**src/rtl/mem_req_pkg.sv**
```systemverilog
// Shared request type and FSM state encoding for the memory request queue.
// The request struct widths match the default mem_port_if widths (21-bit address, 32-bit data).
package mem_req_pkg;

  localparam int REQ_ADDR_W = 21;
  localparam int REQ_DATA_W = 32;
  localparam int REQ_BE_W   = REQ_DATA_W / 8;

  typedef struct packed {
    logic                  wr;
    logic [REQ_ADDR_W-1:0] addr;
    logic [REQ_DATA_W-1:0] data;
    logic [REQ_BE_W-1:0]   byte_en;
  } mem_req_t;

  typedef enum logic [1:0] {
    IDLE,
    ISSUE,
    DONE
  } mem_req_state_t;

endpackage

```
**src/rtl/mem_port_if.sv**
```systemverilog
// Single-word memory port between a client controller and the memory clock-domain crossing.
interface mem_port_if #(
  parameter int ADDR_WIDTH = 21,
  parameter int DATA_WIDTH = 32
);

  logic [ADDR_WIDTH-1:0]   addr;
  logic [DATA_WIDTH-1:0]   data;
  logic [DATA_WIDTH/8-1:0] byte_en;
  logic                    wr;
  logic                    rd;
  logic                    burst;
  logic [DATA_WIDTH-1:0]   q;
  logic                    ready;
  logic                    available;

  modport controller (
    output addr, data, byte_en, wr, rd, burst,
    input  q, ready, available
  );

  modport memory (
    input  addr, data, byte_en, wr, rd, burst,
    output q, ready, available
  );

endinterface

```
**src/rtl/mem_req_fifo.sv**
```systemverilog
// Synchronous FIFO of mem_req_t; pointers carry one extra wrap bit so full and empty
// are told apart by the MSB compare.
module mem_req_fifo
  import mem_req_pkg::*;
#(
  parameter int DEPTH = 4
) (
  input  logic     clk,
  input  logic     rst_n,
  input  logic     push,
  input  logic     pop,
  input  mem_req_t wdata,
  output mem_req_t rdata,
  output logic     full,
  output logic     empty
);

  localparam int AW = $clog2(DEPTH);

  logic [AW:0] wr_ptr;
  logic [AW:0] rd_ptr;
  mem_req_t    store [DEPTH];

  assign empty = (wr_ptr == rd_ptr);
  assign full  = (wr_ptr[AW] != rd_ptr[AW]) && (wr_ptr[AW-1:0] == rd_ptr[AW-1:0]);
  assign rdata = store[rd_ptr[AW-1:0]];

  always_ff @(posedge clk or negedge rst_n) begin
    if (!rst_n) begin
      wr_ptr <= '0;
      rd_ptr <= '0;
    end else begin
      if (push && !full) wr_ptr <= wr_ptr + (AW+1)'(1);
      if (pop && !empty) rd_ptr <= rd_ptr + (AW+1)'(1);
    end
  end

  always_ff @(posedge clk) begin
    if (push && !full) store[wr_ptr[AW-1:0]] <= wdata;
  end

endmodule

```
**src/rtl/mem_req_queue.sv**
```systemverilog
// Client-side request buffer feeding one request at a time onto a mem_port_if controller port.
// Optional watchdog enabled by defining MEM_REQ_QUEUE_TIMEOUT_EN (adds the sticky timeout port).
//
// state | meaning
// IDLE  | waiting for a queued request and mem.available; pops the head into the issue register
// ISSUE | rd or wr strobe held high until the memory returns ready (or the watchdog expires)
// DONE  | strobes low, rsp_valid pulses for a completed read; always returns to IDLE
module mem_req_queue
  import mem_req_pkg::*;
#(
  parameter int ADDR_WIDTH     = 21,
  parameter int DATA_WIDTH     = 32,
  parameter int DEPTH          = 4,
  parameter int TIMEOUT_CYCLES = 1024
) (
  input  logic                    clk,
  input  logic                    rst_n,
  input  logic                    req_valid,
  output logic                    req_ready,
  input  logic                    req_wr,
  input  logic [ADDR_WIDTH-1:0]   req_addr,
  input  logic [DATA_WIDTH-1:0]   req_data,
  input  logic [DATA_WIDTH/8-1:0] req_byte_en,
  output logic                    rsp_valid,
  output logic [DATA_WIDTH-1:0]   rsp_data,
  output logic                    busy,
`ifdef MEM_REQ_QUEUE_TIMEOUT_EN
  output logic                    timeout,
`endif
  mem_port_if.controller          mem
);

  mem_req_state_t state;
  mem_req_t       push_word;
  mem_req_t       head;
  mem_req_t       iss;
  logic           full;
  logic           empty;
  logic           pop;

  assign push_word = {req_wr, req_addr, req_data, req_byte_en};
  assign pop       = (state == IDLE) && !empty && mem.available;
  assign req_ready = !full;
  assign busy      = !empty || (state != IDLE);

  assign mem.addr    = iss.addr;
  assign mem.data    = iss.data;
  assign mem.byte_en = iss.byte_en;
  assign mem.burst   = 1'b0;

  mem_req_fifo #(.DEPTH(DEPTH)) u_fifo (
    .clk   (clk),
    .rst_n (rst_n),
    .push  (req_valid),
    .pop   (pop),
    .wdata (push_word),
    .rdata (head),
    .full  (full),
    .empty (empty)
  );

`ifdef MEM_REQ_QUEUE_TIMEOUT_EN
  localparam int TW = $clog2(TIMEOUT_CYCLES + 1);
  logic [TW-1:0] wd_cnt;
`endif

  always_ff @(posedge clk or negedge rst_n) begin
    if (!rst_n) begin
      state     <= IDLE;
      iss       <= '0;
      mem.rd    <= 1'b0;
      mem.wr    <= 1'b0;
      rsp_valid <= 1'b0;
      rsp_data  <= '0;
`ifdef MEM_REQ_QUEUE_TIMEOUT_EN
      wd_cnt    <= '0;
      timeout   <= 1'b0;
`endif
    end else begin
      rsp_valid <= 1'b0;
      case (state)
        IDLE: begin
          if (pop) begin
            iss    <= head;
            mem.rd <= !head.wr;
            mem.wr <= head.wr;
`ifdef MEM_REQ_QUEUE_TIMEOUT_EN
            wd_cnt <= TW'(TIMEOUT_CYCLES - 1);
`endif
            state  <= ISSUE;
          end
        end
        ISSUE: begin
          if (mem.ready) begin
            mem.rd <= 1'b0;
            mem.wr <= 1'b0;
            if (!iss.wr) begin
              rsp_data  <= mem.q;
              rsp_valid <= 1'b1;
            end
            state <= DONE;
          end
`ifdef MEM_REQ_QUEUE_TIMEOUT_EN
          // Abandoned reads still complete so the requester never waits forever.
          else if (wd_cnt == '0) begin
            mem.rd  <= 1'b0;
            mem.wr  <= 1'b0;
            timeout <= 1'b1;
            if (!iss.wr) begin
              rsp_data  <= '0;
              rsp_valid <= 1'b1;
            end
            state <= DONE;
          end else begin
            wd_cnt <= wd_cnt - TW'(1);
          end
`endif
        end
        DONE:    state <= IDLE;
        default: state <= IDLE;
      endcase
    end
  end

endmodule
```
**src/flat_wrapper.sv**
```systemverilog
// flat-port wrapper written by rule: the top's interface ports become plain ports
module mem_req_queue_flat import mem_req_pkg::*;
#(
  parameter int ADDR_WIDTH     = 21,
  parameter int DATA_WIDTH     = 32,
  parameter int DEPTH          = 4,
  parameter int TIMEOUT_CYCLES = 1024
)
  (clk, rst_n, req_valid, req_ready, req_wr, req_addr, req_data, req_byte_en, rsp_valid, rsp_data, busy, mem_addr, mem_data, mem_byte_en, mem_wr, mem_rd, mem_burst, mem_q, mem_ready, mem_available);
  mem_port_if #(.ADDR_WIDTH(ADDR_WIDTH), .DATA_WIDTH(DATA_WIDTH)) mem_i ();
  input  logic clk;
  input  logic rst_n;
  input  logic req_valid;
  output logic req_ready;
  input  logic req_wr;
  input  logic [ADDR_WIDTH-1:0] req_addr;
  input  logic [DATA_WIDTH-1:0] req_data;
  input  logic [DATA_WIDTH/8-1:0] req_byte_en;
  output logic rsp_valid;
  output logic [DATA_WIDTH-1:0] rsp_data;
  output logic busy;
  output wire logic [$bits(mem_i.addr)-1:0] mem_addr;
  output wire logic [$bits(mem_i.data)-1:0] mem_data;
  output wire logic [$bits(mem_i.byte_en)-1:0] mem_byte_en;
  output wire logic [$bits(mem_i.wr)-1:0] mem_wr;
  output wire logic [$bits(mem_i.rd)-1:0] mem_rd;
  output wire logic [$bits(mem_i.burst)-1:0] mem_burst;
  input wire logic [$bits(mem_i.q)-1:0] mem_q;
  input wire logic [$bits(mem_i.ready)-1:0] mem_ready;
  input wire logic [$bits(mem_i.available)-1:0] mem_available;
  assign mem_addr = mem_i.addr;
  assign mem_data = mem_i.data;
  assign mem_byte_en = mem_i.byte_en;
  assign mem_wr = mem_i.wr;
  assign mem_rd = mem_i.rd;
  assign mem_burst = mem_i.burst;
  assign mem_i.q = mem_q;
  assign mem_i.ready = mem_ready;
  assign mem_i.available = mem_available;
  mem_req_queue #(.ADDR_WIDTH(ADDR_WIDTH), .DATA_WIDTH(DATA_WIDTH), .DEPTH(DEPTH), .TIMEOUT_CYCLES(TIMEOUT_CYCLES)) u_core (.clk(clk), .rst_n(rst_n), .req_valid(req_valid), .req_ready(req_ready), .req_wr(req_wr), .req_addr(req_addr), .req_data(req_data), .req_byte_en(req_byte_en), .rsp_valid(rsp_valid), .rsp_data(rsp_data), .busy(busy), .mem(mem_i));
endmodule
```
**config.mk**
```make
export PLATFORM = sky130hd
export DESIGN_NAME = mem_req_queue_flat
export DESIGN_NICKNAME = d
export VERILOG_FILES = /design/src/rtl/mem_req_pkg.sv /design/src/rtl/mem_port_if.sv /design/src/rtl/mem_req_fifo.sv /design/src/rtl/mem_req_queue.sv /design/src/flat_wrapper.sv
export SDC_FILE = /design/constraint.sdc
export NUM_CORES = 1
export LEC_CHECK = 0
export ABC_AREA = 0
export BUFFER_PORTS_ARGS = -buffer_cell sky130_fd_sc_hd__buf_2
export CORE_MARGIN = 10
export CORE_UTILIZATION = 38
export CTS_CLUSTER_DIAMETER = 60
export CTS_CLUSTER_SIZE = 25
export DETAILED_ROUTE_END_ITERATION = 8
export SLEW_MARGIN = 0
export SYNTH_ARGS = -nofsm -noshare
export SYNTH_HDL_FRONTEND = slang
export SYNTH_SLANG_ARGS = --single-unit
```
**constraint.sdc**
```tcl
create_clock -name clk -period 2.7 [get_ports clk]
set_input_delay 0.135 -clock clk [delete_from_list [all_inputs] [get_ports clk]]
set_output_delay 0.135 -clock clk [all_outputs]
set_load 0.02 [all_outputs]
```
==> results of run 1 <==
==> routing by layer <==
metal	track usage [%]	up-vias	wire length (um)
met4	3.20	0	539
li1	-	2797	-
met5	0	-	0
met1	16.9	3182	11800
met3	2.88	38	1510
met2	20.6	173	12600
==> worst paths after layout <==
check	start	to	slack [ns]
max	u_core.u_fifo.rd_ptr[0]	u_core.u_fifo.store[2][21]	0.61
min	req_valid	u_core.u_fifo.wr_ptr[0]	0.02
max reg2reg	u_core.u_fifo.rd_ptr[0]	u_core.u_fifo.store[2][21]	0.61
min reg2reg	u_core.rsp_data[17]	u_core.rsp_data[17]	0.50
max in group asynchronous	rst_n	u_core.mem.addr[1]	1.82
min in group asynchronous	rst_n	u_core.rsp_data[4]	0.12
==> registers in the layout (all words and copies together), names as in the netlist, 2 cells and up <==
register              cells
u_core.u_fifo.store     232
u_core.state              2
u_core.rsp_data          32
u_core.mem.data          32
u_core.mem.byte_en        4
u_core.u_fifo.wr_ptr      3
u_core.u_fifo.rd_ptr      3
u_core.mem.addr          21
==> cells by family after synthesis <==
group	after synthesis
other	1
buffers and inverters	86
flip-flops	333
adder cells (fa/ha/maj)	5
AND/OR/NAND/NOR	14
multiplexers	150
AO/OA/AOI/OAI	7
XOR/XNOR	8
==> layout make-up <==
| class | count | area share (%) |
|---|---|---|
| clock buffers | 32 | 4.79 |
| clock inverters | 23 | 1.81 |
| inverters | 4 | 0.0936 |
| multi-input cells | 185 | 17.7 |
| flip-flops and latches | 333 | 59.2 |
| well taps | 448 | 3.49 |
| repair buffers | 296 | 12.9 |
==> worst max-delay path: stages, from the launching register on <==
cell and delay (ns):
dfrtp_4 0.49, xor2_1 0.38, o31a_1 0.32, and2_4 0.20, buf_4 0.33
==> power by group through the flow <==
| stage | clock (mW) | combinational (mW) | sequential, mW |
|---|---|---|---|
| 2_1_floorplan | 0 | 4.97 | 8.04 |
| 6_report | 4.46 | 6.51 | 7.78 |
| 5_1_grt | 4.84 | 7.02 | 7.95 |
| 3_5_place_dp | 0 | 6.58 | 7.90 |
| 3_3_place_gp | 0 | 6.50 | 7.86 |
| 4_1_cts | 4.63 | 6.68 | 7.80 |
==> layout by cell type, fill, tap and decap left out, drive strengths merged, types with 3 or more instances in the layout <==
cell | synthesis | layout
dlygate4sd3 | 0 | 92
and2 | 3 | 3
nor2 | 3 | 3
buf | 77 | 204
nand2 | 3 | 3
inv | 4 | 15
xnor2 | 3 | 3
xor2 | 5 | 5
clkbuf | 5 | 32
mux4 | 58 | 58
mux2 | 91 | 91
ha | 5 | 5
clkinv | 0 | 8
dfrtp | 101 | 101
edfxtp | 232 | 232
==> metrics by stage <==
stage / hold slack (ns) / std cells
detailed placement: 0.219 / 1174
global placement: 0.212 / 1174
CTS: 0.000591 / 1321
floorplan: -0.161 / 604
finish: 0.0155 / 1321
global route: 0.0259 / 1321
==> out/metrics.csv, run 1 <==
stage;metric;value;unit
sta;final setup violation count;0;
placement;placed cell areas;0.0141;mm^2
clock_tree;CTS root buf;clkbuf_16;
clock_tree;CTS Hold Bufs;92;
sta;Max Slew Vio Count;0;
power;Leak;6.14;nW
power;pwr/cell area;1170;mW/mm^2
route;drc violations;0;
placement;DP HPWL;15.8;mm
finish;fin util;47.8;%
yosys;simple-gate portion of the synthesized area;0.581;%
worst_setup_path;R2R cell count;4;
run;Max Cap Viol;0;
finish;footprint of the multi-input gates;0.00284;mm^2
power;Combinational Power Share;34.7;%
yosys;Adder-Cell Fraction of Synth Area;0.484;%
clock_tree;clock sink total;333;
sta;RSZ-0062 raised after global routing;no;
clock_tree;H-tree depth;1;
clock_tree;Num CTS Buffers;30;
route;Detailed Route WL;26.5;mm
clock_tree;Setup Fix Bufs, Post-CTS;0;
clock_tree;clk_lat worst skew;0.58;ns
route;via count;6190;
finish;Register Area;0.00950;mm^2
yosys;Synth top cells by count;232 x edfxtp_1, 101 x dfrtp_1, 59 x buf_4, 58 x mux4_2, 55 x mux2_4;
floorplanning;die height;204;um
placement;I/O Buffers;188;
power;Sw Ratio;32.3;%
worst_setup_path;WP data required;2.92;ns
finish;share of cells above drive strength 1;47.4;%
power;register share of total power;41.5;%
yosys;Post-Synth XOR/XNOR Area;0.542;%
yosys;register bit count reported by yosys;333;
floorplanning;row count;67;
sta;post-layout min period;2.09;ns
worst_setup_path;CP startpoint kind;flip-flop;
power;Int Pwr;12.7;mW
worst_setup_path;maximum fanout along the worst path;23;
global_routing;total grt overflow;0;
yosys;Synthesized Nets;704;
floorplanning;DIE AREA;0.0418;mm^2
global_routing;vias in the first global route;6812;
route;Final ANT Viol Nets;0;
power;Peak VDD IR;0.830;mV
floorplanning;Die Span X;204;um
yosys;syn_area_per_cell;21.4;um^2
yosys;area share of the largest cell type after synthesis;53.9;%
yosys;Yosys warning count;0;
finish;cell area after layout;0.0160;mm^2
finish;n_diodes;0;
yosys;Netlist cell types;26;
yosys;cell taking the most area after synthesis;edfxtp_1;
sta;Clock Skew;0.0371;ns
yosys;most common cell in the synthesized netlist;edfxtp_1;
worst_setup_path;WS Path Type;flip-flop to flip-flop;
yosys;mux contribution to synthesized area;19.7;%
yosys;post-synthesis compound-gate area fraction;0.426;%
finish;Final nets;950;
worst_setup_path;Setup crit end kind;flip-flop;
placement;dpl ws;0.594;ns
clock_tree;CTS tree;yes;
finish;Area growth, synth to finish;24.1;%
sta;final-report hold violation count;0;
power;clock network fraction of total power;23.8;%
power;power consumption;18.7;mW
global_routing;GRT Resource Usage Total;12.7;%
global_routing;initial antenna violation count;0;
route;vias per cell;4.69;
power;Sw Pwr;6.06;mW
finish;fill count;2815;
floorplanning;Starting Density;38.6;%
sta;Tcrit/Tclk final;77.4;%
clock_tree;clk buf depth;3;
route;Wirelength per Cell;20.1;um
yosys;dominant cells by area after synthesis;edfxtp_1 54%, dfrtp_1 20%, mux4_2 10%;
clock_tree;Clock transition at path regs;0.07;ns
run_status;outcome;complete, no violations;
floorplanning;Core ar.;0.0335;mm^2
placement;routability cong.;0.735;
route;Starting DRT DRC Count;243;
yosys;ys flop type;edfxtp_1;
global_routing;largest net degree at the start of global routing;61;
yosys;asr flop ratio synth;30.3;%
floorplanning;# IOs;190;
sta;PnR worst setup slack;0.611;ns
route;drt pass-1 iters;6;
clock_tree;post-CTS sizing;0;
hold_path;Hold Path Depth;3;
worst_setup_path;critical path arrival;2.31;ns
yosys;main combinational cell family by area after synthesis;multiplexers;
yosys;EDFF count, synth;232;
yosys;Syn Std Cell Area;0.0129;mm^2
global_routing;first-pass GRT wire length;41.6;mm
sta;setup_tns;0;ns
yosys;Seq/Total Area, Yosys;73.4;%
hold_path;HP Class;primary input to flip-flop;
sta;Slew HR;35.2;%
yosys;Cells after Synth;604;
sta;worst-margin pin slew;0.972;ns
sta;fmax;479;MHz
Note: power is estimated with default switching activity, not from simulation.
==> run 2, diff against run 1 <==
--- a/config.mk
+++ b/config.mk
@@ -5,7 +5,7 @@
 export SDC_FILE = /design/constraint.sdc
 export NUM_CORES = 1
 export LEC_CHECK = 0
-export ABC_AREA = 0
+export ABC_AREA = 1
 export BUFFER_PORTS_ARGS = -buffer_cell sky130_fd_sc_hd__buf_2
 export CORE_MARGIN = 10
 export CORE_UTILIZATION = 38
==> constraint.sdc (replaced) <==
create_clock -name clk -period 1.9 [get_ports clk]
set_input_delay 0.095 -clock clk [delete_from_list [all_inputs] [get_ports clk]]
set_output_delay 0.095 -clock clk [all_outputs]
set_load 0.02 [all_outputs]
==> out/metrics.csv, run 2 <==
stage;metric;value;unit
yosys;EDFF count, synth;232;
yosys;syn_area_per_cell;11.6;um^2
sta;PnR worst setup slack;0.0340;ns
worst_setup_path;WS Path Type;flip-flop to flip-flop;
worst_setup_path;Buf+Inv Stages, Crit Path;3;
finish;n_diodes;0;
clock_tree;CTS root buf;clkbuf_16;
run;Max Cap Viol;0;
worst_setup_path;worst path cell trace;buf_6 > nand2_2 > nand2_2 > nand3b_1 > nand2_4 > nor2_4 > buf_12 > clkbuf_16;
worst_setup_path;maximum fanout along the worst path;9;
route;via count;8752;
route;Wirelength per Cell;17.2;um
finish;fill count;3091;
clock_tree;Clock transition at path regs;0.09;ns
clock_tree;CTS tree;yes;
run_status;outcome;complete, no violations;
route;vias per cell;4.73;
worst_setup_path;Crit path top cell by count;nand2_2;
worst_setup_path;cell family with most CP delay;simple AND/OR/NAND/NOR gates;
finish;most frequent cells in the layout;239 x nand2_1, 232 x edfxtp_1, 185 x buf_2;
yosys;dominant cells by area after synthesis;edfxtp_1 53%, dfrtp_1 19%, nand2_1 6.9%;
yosys;area share of the largest cell type after synthesis;52.6;%
global_routing;initial antenna violation count;2;
sta;fmax;536;MHz
yosys;asr flop ratio synth;30.3;%
global_routing;largest net degree at the start of global routing;119;
worst_setup_path;WP data required;2.14;ns
sta;final setup violation count;0;
route;Detailed Route WL;31.8;mm
yosys;Yosys warning count;0;
power;pwr/cell area;1570;mW/mm^2
finish;Area growth, synth to finish;25.0;%
yosys;register bit count reported by yosys;333;
worst_setup_path;Setup crit end kind;flip-flop;
placement;dpl ws;0.0803;ns
finish;commonest non-fill, non-tap cell in the layout;nand2_1;
worst_setup_path;r2r setup slk;0.03;ns
global_routing;vias in the first global route;8867;
route;drt pass-1 iters;7;
finish;max FFs per register;232;
yosys;ys flop type;edfxtp_1;
sta;post-layout min period;1.87;ns
yosys;Seq/Total Area, Yosys;71.7;%
yosys;cell taking the most area after synthesis;edfxtp_1;
clock_tree;Num CTS Buffers;25;
floorplanning;row count;68;
power;Peak VDD IR;1.36;mV
placement;routability cong.;0.773;
sta;Tcrit/Tclk final;98.2;%
floorplanning;# IOs;190;
worst_setup_path;critical path arrival;2.11;ns
route;Final ANT Viol Nets;0;
sta;Clock Skew;0.0255;ns
finish;Final nets;1478;
clock_tree;clk buf depth;3;
placement;DP HPWL;20.2;mm
sta;final-report hold violation count;0;
floorplanning;die height;207;um
hold_path;HP Class;primary input to async pin;
floorplanning;DIE AREA;0.0427;mm^2
worst_setup_path;slowest stage cell, crit path;dfrtp_4;
yosys;Synth top cells by count;242 x nand2_1, 232 x edfxtp_1, 179 x nor2_1, 142 x o21ai_0, 101 x dfrtp_1;
placement;I/O Buffers;188;
global_routing;total grt overflow;0;
sta;worst hold slack;0.129;ns
sta;RSZ-0062 raised after global routing;yes;
worst_setup_path;Worst path max stage delay;0.51;ns
yosys;Netlist cell types;27;
yosys;Cells after Synth;1143;
finish;share of cells above drive strength 1;21.3;%
route;drc violations;0;
global_routing;GRT Resource Usage Total;14.2;%
yosys;most common cell in the synthesized netlist;nand2_1;
floorplanning;Die Span X;207;um
floorplanning;Core ar.;0.0345;mm^2
yosys;Syn Std Cell Area;0.0132;mm^2
clock_tree;clk_lat worst skew;0.54;ns
route;Starting DRT DRC Count;629;
clock_tree;H-tree depth;1;
yosys;Synthesized Nets;1243;
sta;worst-margin pin slew;0.661;ns
global_routing;first-pass GRT wire length;49.0;mm
sta;Max Slew Vio Count;0;
sta;Slew HR;55.9;%
floorplanning;Starting Density;38.4;%
power;Leak;6.86;nW
clock_tree;clock sink total;333;
worst_setup_path;CP startpoint kind;flip-flop;
==> run 2: cell types whose count changed after synthesis, moves of 3 or more <==
| cell | previous run | this run |
|---|---|---|
| buf_1 | 0 | 4 |
| and2_1 | 3 | 0 |
| nor2_1 | 3 | 179 |
| o21ai_0 | 2 | 142 |
| xor2_1 | 5 | 1 |
| nand2_1 | 3 | 242 |
| nand3_1 | 1 | 65 |
| inv_1 | 4 | 13 |
| mux2_4 | 55 | 0 |
| mux2_2 | 36 | 0 |
| clkbuf_1 | 5 | 34 |
| buf_4 | 59 | 64 |
| o21ai_1 | 0 | 30 |
| mux4_2 | 58 | 0 |
==> run 2: worst reg2reg max path, stage by stage (launching register included) <==
cell	delay [ns]
dfrtp_4	0.51
buf_6	0.13
nand2_2	0.05
nand2_2	0.07
nand3b_1	0.17
nand2_4	0.14
nor2_4	0.15
buf_12	0.17
clkbuf_16	0.18
==> run 2: final cells by class <==
type	instances	area [um^2]	area share [%]
sequential	333	9500	57.4
multi-input combinational	675	3000	18.1
timing repair buffer	329	2590	15.6
clock buffer	27	643	3.89
tap	455	569	3.44
clock inverter	19	194	1.17
inverter	14	55.1	0.333
==> run 2: power by group <==
group	internal (mW)	switching (mW)	total, mW
sequential	9.95	0.730	10.7
combinational	3.43	6.47	9.90
clock	2.61	2.75	5.36
total	16.0	9.94	25.9
==> run 2: timing repair <==
item / CTS / global route
pin swaps: 0 / 3
endpoints found under the setup margin: 2 / 137
setup buffers: 5 / 6
hold buffers: 93 / 0
endpoints found under the hold margin: 311 / 0
cloned: 0 / 5
gates resized for setup: 5 / 7
==> run 2: routing by layer <==
| layer | wire length [um] | vias to the layer above | global-route usage (%) |
|---|---|---|---|
| met5 | 21 | - | 0 |
| met4 | 465 | 4 | 2.68 |
| met3 | 1760 | 32 | 2.82 |
| met2 | 15100 | 209 | 23.9 |
| met1 | 14400 | 4210 | 18.9 |
| li1 | - | 4297 | - |
==> run 2: per-stage QoR <==
step	power (mW)	TNS (ns)	instance area [um^2]	utilization, %	std cells
floorplan	17.7	-125.38	13300	-	1143
global placement	20.1	0	14500	42.1	1697
detailed placement	20.2	0	14500	42.1	1697
CTS	25.9	0	16300	47.4	1841
global route	27.7	-0.976	16500	48.0	1852
finish	25.9	0	16500	48.0	1852
==> run 2: path summary, 6_finish.rpt <==
check,startpoint,endpoint,cells after the start
min in group clk,mem_available,u_core.mem.addr[1],6
max in group asynchronous,rst_n,u_core.rsp_data[28],3
setup reg to reg,u_core.u_fifo.rd_ptr[0],u_core.u_fifo.store[2][35],8
setup / recovery,u_core.u_fifo.rd_ptr[0],u_core.u_fifo.store[2][35],8
hold / removal,rst_n,u_core.mem.addr[5],2
hold reg to reg,u_core.rsp_data[14],u_core.rsp_data[14],2
==> run 2: cell families (layout without fill, tap and decap cells) <==
kind of cell             after synthesis  after routing  share of synthesized area, %
AO/OA/AOI/OAI                        172            172                          6.50
XOR/XNOR                               3              3                         0.255
adder cells (fa/ha/maj)                5              5                         0.472
buffers and inverters                135            389                          6.15
flip-flops                           333            333                          71.7
other                                  1              1                        0.0283
AND/OR/NAND/NOR                      494            494                          14.9
==> run 3, diff against run 2 <==
--- a/config.mk
+++ b/config.mk
@@ -7,11 +7,14 @@
 export LEC_CHECK = 0
 export ABC_AREA = 1
 export BUFFER_PORTS_ARGS = -buffer_cell sky130_fd_sc_hd__buf_2
+export CELL_PAD_IN_SITES_DETAIL_PLACEMENT = 1
+export CELL_PAD_IN_SITES_GLOBAL_PLACEMENT = 1
 export CORE_MARGIN = 10
 export CORE_UTILIZATION = 38
 export CTS_CLUSTER_DIAMETER = 60
 export CTS_CLUSTER_SIZE = 25
 export DETAILED_ROUTE_END_ITERATION = 8
+export PLACE_DENSITY_LB_ADDON = 0.1
 export SLEW_MARGIN = 0
 export SYNTH_ARGS = -nofsm -noshare
 export SYNTH_HDL_FRONTEND = slang
==> out/metrics.csv, run 3 (synthesis results as in run 2) <==
stage;metric;value;unit
run_status;outcome;complete, no violations;
clock_tree;Num CTS Buffers;31;
clock_tree;clk_lat worst skew;0.56;ns
finish;Area growth, synth to finish;26.5;%
clock_tree;clock sink total;333;
floorplanning;Starting Density;38.4;%
global_routing;GRT Resource Usage Total;16.0;%
run;Max Cap Viol;0;
power;Peak VDD IR;0.902;mV
global_routing;largest net degree at the start of global routing;119;
worst_setup_path;WP data required;1.80;ns
sta;Clock Skew;0.0116;ns
placement;DP HPWL;21.1;mm
worst_setup_path;Reg2Reg Capture Point;u_core.u_fifo.store[0][10];
sta;Slew HR;35.4;%
finish;fin util;48.6;%
worst_setup_path;cell family with most CP delay;flip-flops;
worst_setup_path;R2R Path Start;u_core.u_fifo.rd_ptr[0];
worst_setup_path;Buf+Inv Stages, Crit Path;2;
clock_tree;clk buf depth;3;
sta;PnR worst setup slack;0.0313;ns
worst_setup_path;WS Path Type;flip-flop to primary output;
finish;max FFs per register;232;
global_routing;initial antenna violation count;1;
route;drc violations;0;
clock_tree;H-tree depth;1;
worst_setup_path;slowest stage cell, crit path;dfrtp_4;
worst_setup_path;r2r setup slk;0.05;ns
floorplanning;Core ar.;0.0345;mm^2
worst_setup_path;worst path cell trace;inv_4 > nand2_2 > nand2_2 > nand3_4 > or2_4 > buf_6;
placement;dpl ws;0.132;ns
sta;RSZ-0062 raised after global routing;yes;
clock_tree;Clock transition at path regs;0.07;ns
route;Final ANT Viol Nets;0;
sta;final-report hold violation count;0;
worst_setup_path;Crit path top cell by count;nand2_2;
route;Starting DRT DRC Count;457;
route;drt pass-1 iters;4;
power;Leak;6.94;nW
sta;Max Slew Vio Count;0;
finish;commonest non-fill, non-tap cell in the layout;nand2_1;
worst_setup_path;Setup crit end kind;primary output;
placement;I/O Buffers;188;
sta;fmax;535;MHz
route;vias per cell;4.85;
finish;Final nets;1477;
global_routing;total grt overflow;0;
worst_setup_path;Worst path max stage delay;0.50;ns
worst_setup_path;R2R cell count;9;
sta;Tcrit/Tclk final;98.4;%
sta;worst hold slack;0.0877;ns
worst_setup_path;CP startpoint kind;flip-flop;
finish;most frequent cells in the layout;238 x nand2_1, 232 x edfxtp_1, 185 x buf_2;
worst_setup_path;maximum fanout along the worst path;3;
sta;worst-margin pin slew;0.966;ns
route;Detailed Route WL;35.0;mm
clock_tree;CTS root buf;clkbuf_16;
clock_tree;CTS tree;yes;
global_routing;vias in the first global route;9533;
floorplanning;row count;68;
floorplanning;# IOs;190;
worst_setup_path;critical path arrival;1.77;ns
floorplanning;Die Span X;207;um
sta;post-layout min period;1.87;ns
sta;setup_tns;0;ns
finish;n_diodes;0;
floorplanning;DIE AREA;0.0427;mm^2
hold_path;HP Class;primary input to async pin;
finish;share of cells above drive strength 1;21.7;%
sta;final setup violation count;0;
placement;routability cong.;0.698;
power;pwr/cell area;1630;mW/mm^2
floorplanning;die height;207;um
global_routing;first-pass GRT wire length;54.3;mm
route;Wirelength per Cell;18.8;um
route;via count;8996;
[run 3: cell types whose count changed in the layout (fill, tap and decap cells not counted), sizes merged]
| cell | delta |
|---|---|
| buf | -6 |
| bufinv | +2 |
| clkbuf | +2 |
| clkinv | -2 |
| clkinvlp | -1 |
| dlygate4sd3 | +1 |
| inv | +8 |
[run 3: final cells by class]
class,instances,area [um^2]
multi-input cells,675,3010
well taps,455,569
inverters,14,55.1
clock buffers,31,776
flip-flops and latches,333,9500
clock inverters,26,313
fillers,3685,17700
repair buffers,322,2520
[run 3: worst min-delay path: cells and delay by family]
| kind | cells | cell delay [ns] |
|---|---|---|
| buffers and inverters | 3 | 0.92 |
[run 3: metal layers]
metal | share of wire, % | up-vias | routed length [um] | GRT usage (%)
met5 | 0.020 | - | 7 | 0
met4 | 1.3 | 2 | 459 | 3.15
met3 | 4.9 | 36 | 1710 | 2.59
met2 | 49 | 168 | 17300 | 27.1
met1 | 44 | 4498 | 15500 | 21.3
li1 | - | 4292 | - | -
[run 3: timing repair]
action / 4_1_cts / 5_1_grt
endpoints found under the hold margin: 372 / 0
gates cloned: 0 / 3
setup buffers: 4 / 5
pin swaps: 0 / 4
hold buffers: 94 / 0
resized for setup: 7 / 5
setup endpoints to repair: 2 / 44
[run 3: power breakdown]
group / internal, mW / switching [mW] / leakage (nW)
Clock: 3.47 / 3.11 / 0.531
Sequential: 9.96 / 0.743 / 3.38
Combinational: 3.42 / 6.67 / 3.03
Total: 16.8 / 10.5 / 6.94
[run 3: how the worst max path moves through the flow]
stage                                  startpoint                    endpoint  slack [ns]  cells past startpoint
after floorplan           u_core.u_fifo.rd_ptr[1]   u_core.u_fifo.store[0][0]       -0.56                      5
after global placement    u_core.u_fifo.wr_ptr[0]  u_core.u_fifo.store[0][19]        0.18                      7
after detailed placement  u_core.u_fifo.wr_ptr[0]  u_core.u_fifo.store[0][23]        0.13                      7
after CTS                 u_core.u_fifo.rd_ptr[0]                        busy        0.02                      6
after global routing      u_core.u_fifo.rd_ptr[1]                        busy       -0.03                      4
final                     u_core.u_fifo.rd_ptr[0]                        busy        0.03                      6
[run 3: stage by stage]
| step | power, mW | instance area, um^2 | cells |
|---|---|---|---|
| after floorplan | 17.7 | 13300 | 1143 |
| after global placement | 20.4 | 14500 | 1693 |
| after detailed placement | 20.6 | 14500 | 1693 |
| after CTS | 27.5 | 16600 | 1848 |
| after global routing | 29.3 | 16700 | 1856 |
| final | 27.4 | 16700 | 1856 |
